==> config.mk <==
export PLATFORM = sky130hd
export DESIGN_NAME = univ_shift_reg_n
export DESIGN_NICKNAME = d
export VERILOG_FILES = /design/src/rtl/univ_shift_reg_n.sv
export SDC_FILE = /design/constraint.sdc
export NUM_CORES = 1
export LEC_CHECK = 0
export ABC_AREA = 1
export CELL_PAD_IN_SITES_DETAIL_PLACEMENT = 0
export CELL_PAD_IN_SITES_GLOBAL_PLACEMENT = 1
export CORE_ASPECT_RATIO = 1.75
export CORE_UTILIZATION = 38
export CTS_CLUSTER_DIAMETER = 100
export CTS_CLUSTER_SIZE = 14
export DETAILED_ROUTE_END_ITERATION = 10
export PLACE_DENSITY_LB_ADDON = 0.1
export SYNTH_ARGS = -nofsm -noshare
export SYNTH_HDL_FRONTEND = slang
export SYNTH_SLANG_ARGS = --single-unit
==> constraint.sdc <==
create_clock -name clk -period 3.9 [get_ports clk]
set_clock_uncertainty 0.05 [all_clocks]
set_input_delay 0.78 -clock clk [delete_from_list [all_inputs] [get_ports clk]]
set_output_delay 0.78 -clock clk [all_outputs]
set_load 0.05 [all_outputs]
==> src/rtl/univ_shift_reg_n.sv <==
`default_nettype none
// ============================================================================
// Module   : univ_shift_reg_n
// Brief    : WIDTH-bit universal shift register with an autonomous burst engine
// Revision : 1.0
// ============================================================================
module univ_shift_reg_n #(
  parameter int WIDTH = 8,
  parameter int CNT_W = 4
) (
  input  logic             clk,
  input  logic             rst,
  input  logic             en,
  input  logic [2:0]       mode,
  input  logic [WIDTH-1:0] load_data,
  input  logic             sir,
  input  logic             sil,
  input  logic             burst_start,
  input  logic [CNT_W-1:0] burst_cnt,
  output logic [WIDTH-1:0] q,
  output logic             so_r,
  output logic             so_l,
  output logic             busy,
  output logic             done
);

  localparam logic [2:0] MODE_HOLD = 3'b000;
  localparam logic [2:0] MODE_SHR  = 3'b001;
  localparam logic [2:0] MODE_SHL  = 3'b010;
  localparam logic [2:0] MODE_LOAD = 3'b011;
  localparam logic [2:0] MODE_ROR  = 3'b100;
  localparam logic [2:0] MODE_ROL  = 3'b101;
  localparam logic [2:0] MODE_ASR  = 3'b110;

  typedef enum logic [0:0] {
    IDLE = 1'b0,
    RUN  = 1'b1
  } state_t;

  state_t           r_state, w_state_n;
  logic [WIDTH-1:0] r_q, w_q_n;
  logic             r_so_r, w_so_r_n;
  logic             r_so_l, w_so_l_n;
  logic             r_done, w_done_n;
  logic [2:0]       r_mode, w_mode_n;
  logic [CNT_W-1:0] r_cnt, w_cnt_n;

  function automatic logic is_right(input logic [2:0] m);
    return (m == MODE_SHR) || (m == MODE_ROR) || (m == MODE_ASR);
  endfunction

  function automatic logic is_left(input logic [2:0] m);
    return (m == MODE_SHL) || (m == MODE_ROL);
  endfunction

  function automatic logic [WIDTH-1:0] op_result(
    input logic [2:0]       m,
    input logic [WIDTH-1:0] cur,
    input logic [WIDTH-1:0] ld,
    input logic             in_r,
    input logic             in_l
  );
    case (m)
      MODE_SHR:  return {in_r, cur[WIDTH-1:1]};
      MODE_SHL:  return {cur[WIDTH-2:0], in_l};
      MODE_LOAD: return ld;
      MODE_ROR:  return {cur[0], cur[WIDTH-1:1]};
      MODE_ROL:  return {cur[WIDTH-2:0], cur[WIDTH-1]};
      MODE_ASR:  return {cur[WIDTH-1], cur[WIDTH-1:1]};
      default:   return cur;
    endcase
  endfunction

  // Applies one operation of mode m to q and the serial-out flags.
  task automatic apply_op(input logic [2:0] m);
    w_q_n = op_result(m, r_q, load_data, sir, sil);
    if (is_right(m)) w_so_r_n = r_q[0];
    if (is_left(m))  w_so_l_n = r_q[WIDTH-1];
  endtask

  always_ff @(posedge clk) begin
    if (rst) begin
      r_state <= IDLE;
      r_q     <= '0;
      r_so_r  <= 1'b0;
      r_so_l  <= 1'b0;
      r_done  <= 1'b0;
      r_mode  <= MODE_HOLD;
      r_cnt   <= '0;
    end else begin
      r_state <= w_state_n;
      r_q     <= w_q_n;
      r_so_r  <= w_so_r_n;
      r_so_l  <= w_so_l_n;
      r_done  <= w_done_n;
      r_mode  <= w_mode_n;
      r_cnt   <= w_cnt_n;
    end
  end

  always_comb begin
    w_state_n = r_state;
    w_q_n     = r_q;
    w_so_r_n  = r_so_r;
    w_so_l_n  = r_so_l;
    w_done_n  = 1'b0;
    w_mode_n  = r_mode;
    w_cnt_n   = r_cnt;
    case (r_state)
      IDLE: begin
        // A burst request wins over the mode and ignores en; q holds this cycle.
        if (burst_start) begin
          if ((is_right(mode) || is_left(mode)) && (burst_cnt != '0)) begin
            w_state_n = RUN;
            w_mode_n  = mode;
            w_cnt_n   = burst_cnt;
          end else begin
            w_done_n = 1'b1;
          end
        end else if (en) begin
          apply_op(mode);
        end
      end
      RUN: begin
        if (en) begin
          apply_op(r_mode);
          if (r_cnt == CNT_W'(1)) begin
            w_state_n = IDLE;
            w_cnt_n   = '0;
            w_done_n  = 1'b1;
          end else begin
            w_cnt_n = r_cnt - CNT_W'(1);
          end
        end
      end
      default: w_state_n = IDLE;
    endcase
  end

  assign q    = r_q;
  assign so_r = r_so_r;
  assign so_l = r_so_l;
  assign busy = (r_state == RUN);
  assign done = r_done;

endmodule
`default_nettype wire

==> impl_metrics.csv <==
group,metric,value,unit
synthesis,yosysMostFrequentCell,"nand2_1",
synthesis,yosysTopAreaCell,"dfxtp_1",
synthesis,netlist_top_cells_count,"nand2_1, a21oi_1, nand3_1",
die,die_width,50.73,µm
timing,slew-limit-headroom,63.32,%
synthesis,yosys.area.top_type_share,24.09,%
die,die_h,87.28,µm
critical_path,rr_worst_depth,7,
final_layout,final_layout_size_suffix_gt1_share,10.33,%
routing,drc,0,
power,swShare,40.10,%
critical_path,end_kind,"primary output",
grt,grtUsageTotal,25.85,%
power,p_per_area,309.8,mW/mm²
min_path,holdPathStages,2,
critical_path,path_max_fanout,7,
clocking,insertion_delay,0.27,ns
timing,rsz0062_at_grt,"false",
timing,period_minus_slack,2.474,ns
final_layout,nNetsFinal,295,
timing,setup_slack,1.426,ns
timing,slew_violations,0,
critical_path,worstSetupPathDepth,1,
critical_path,cp.arrival,1.64,ns
routing,ant_nets,0,
routing,drt_wl_total,5238,µm
clocking,cts_tree,"yes",
power,p_sw,243.7,µW
critical_path,rrSetupSlack,1.99,ns
routing,vias_per_cell,5.574,
placed_design,io_buffers,32,
final_layout,fill_cells,415,
die,pin_count,33,
critical_path,cp_slowest_cell,"clkdlybuf4s50_1",
min_path,holdPathEnd,"so_l$_SDFFE_PP0P_",
critical_path,r2r_start,"r_mode[0]$_SDFFE_PP0P_",
timing,finalSetupViolCount,0,
synthesis,ys_warn_count,0,
routing,wire_per_inst,16.42,µm
timing,setup_tns,0,ns
min_path,hold_start,"so_l$_SDFFE_PP0P_",
routing,vias,1778,
clocking,cts_buffer_depth,2,
critical_path,timing.rr.end,"q[2]$_SDFFE_PP0P_",
timing,final-hold-violation-count,0,
die,die_area,0.004427,mm²
critical_path,startpoint,"q[0]$_SDFFE_PP0P_",
clocking,ctsResizeCount,0,
critical_path,start_kind,"register",
synthesis,syn_inst,243,
min_path,hold_path_class,"reg2reg",
synthesis,synth_seq_cells,19,
synthesis,synthFlopType,"dfxtp_1",
placed_design,pre_cts_slack,1.214,ns
power,internal_power,364.0,µW
power,seq_power_share,38.6,%
placed_design,dp_hpwl,3982,µm
timing,min_period_over_period,63.42,%
grt,grt_max_degree,24,
synthesis,syn-num-nets,266,
clocking,clk_pin_slew,0.07,ns
synthesis,synthTopCellsByArea,"dfxtp_1, nand2_1, a21oi_1",
synthesis,async_reset_ff_share,0,%
power,p_leak,0.0008008,µW
timing,hold-worst-slack,0.3971,ns
grt,antenna_found_initial,0,
clocking,htreeDepth,1,
die,row_count,30,
die,start_util,40.06,%
grt,grt_pass1_vias,1667,
clocking,cts_inserted_buffers,3,
grt,grt-ovfl-total,0,
critical_path,path_class,"reg2out",
die,core,0.003941,mm²
job,drv_cap,0,
timing,tightest_slew,0.5494,ns
run_status,status,"completed",
power,ir_drop,0.0002271,V
power,p_comb_share,37.3,%
critical_path,worst_ep_required_time,3.07,ns
critical_path,path_buf_inv,1,
timing,fmax,404.3,MHz
synthesis,syn_area,0.001579,mm²
final_layout,utilization,49.78,%
synthesis,seq_area_frac_synth,24.09,%
routing,drt_iter0_markers,77,
routing,dr.pass1.iters,4,
placed_design,gp_congestion,0.8812,
clocking,cts-root-buf,"clkbuf_8",
power,pwr-share-clk,24.1,%
clocking,cts_setup_buffers,0,
clocking,hold_buffers,0,
final_layout,antenna_cells,0,
synthesis,synth.distinct_cells,27,
critical_path,cp_top_family,"buffers and inverters",
grt,grt_pass1_wl,8217,µm
synthesis,synth_edf_count,0,
clocking,numClockSinks,19,
critical_path,slowest_delay,0.87,ns
synthesis,synth.avg_cell_area,6.498,µm²
final_layout,syn2layout_area_growth,24.25,%
critical_path,worstPathCellList,"clkdlybuf4s50_1",
## area by class of cell
cell class,count,area (µm²),area share (%)
multi-input combinational,191,1055,53.76
sequential,19,380.4,19.39
timing repair buffer,33,327.8,16.71
inverter,24,92.59,4.719
tap,48,60.06,3.061
clock buffer,3,41.29,2.105
clock inverter,1,5.005,0.2551
## how the worst max path moves through the flow
stage	to	slack [ns]
floorplan	q[6]$_SDFFE_PP0P_	2.02
global placement	q[6]$_SDFFE_PP0P_	1.28
detailed placement	q[6]$_SDFFE_PP0P_	1.21
CTS	q[0]	1.41
global route	q[0]$_SDFFE_PP0P_	1.32
finish	q[0]	1.43
## power by group through the flow
stage / clock (µW) / combinational, µW / sequential [µW]
5_1_grt: 155 / 250 / 237
3_3_place_gp: 0 / 228 / 239
3_5_place_dp: 0 / 226 / 239
4_1_cts: 148 / 227 / 234
6_report: 147 / 227 / 234
2_1_floorplan: 0 / 140 / 250
## metrics by stage
step | instances | area [µm²] | total power, µW
floorplan | 243 | 1579 | 389.6
global placement | 315 | 1916 | 467.2
detailed placement | 315 | 1916 | 464.9
CTS | 319 | 1962 | 608.5
global route | 319 | 1962 | 641.3
finish | 319 | 1962 | 607.7
## sequential cells by signal (all words and copies together), names as in the netlist
| register | flops |
|---|---|
| so_l | 1 |
| r_cnt | 4 |
| r_mode | 3 |
| done | 1 |
| so_r | 1 |
| q | 8 |
| busy | 1 |
## worst min-delay path, delay by kind of cell, from the launching register on
family | cells | cell delay (ns)
buffers and inverters | 1 | 0.04
AO/OA/AOI/OAI | 1 | 0.05
flip-flops | 1 | 0.31
## metal layers
layer  wire [µm]  up-vias  track usage (%)
met1        1833      816            25.11
met5           0        -                0
met2        3023       59            51.88
li1            -      885                -
met3         180       18            2.618
met4         201        0            12.12
## cell usage in the layout (no fill, tap or decap), types with 3 or more instances in the layout
cell type / count
nand2_1: 60
clkdlybuf4s50_1: 32
a21oi_1: 29
nand3_1: 26
nand4_1: 22
inv_1: 19
dfxtp_1: 19
o21ai_0: 14
nor2_1: 10
a21boi_0: 6
nand3_2: 6
inv_2: 4
nor2_8: 3
clkbuf_8: 3
## cells by family after synthesis
logic type | synth area share [%]
compound gates | 17.35
xor+xnor | 1.110
fa+ha+maj | 1.585
buf+inv | 9.112
flops | 24.09
simple gates | 46.75
Power figures use the tool's default switching activity.
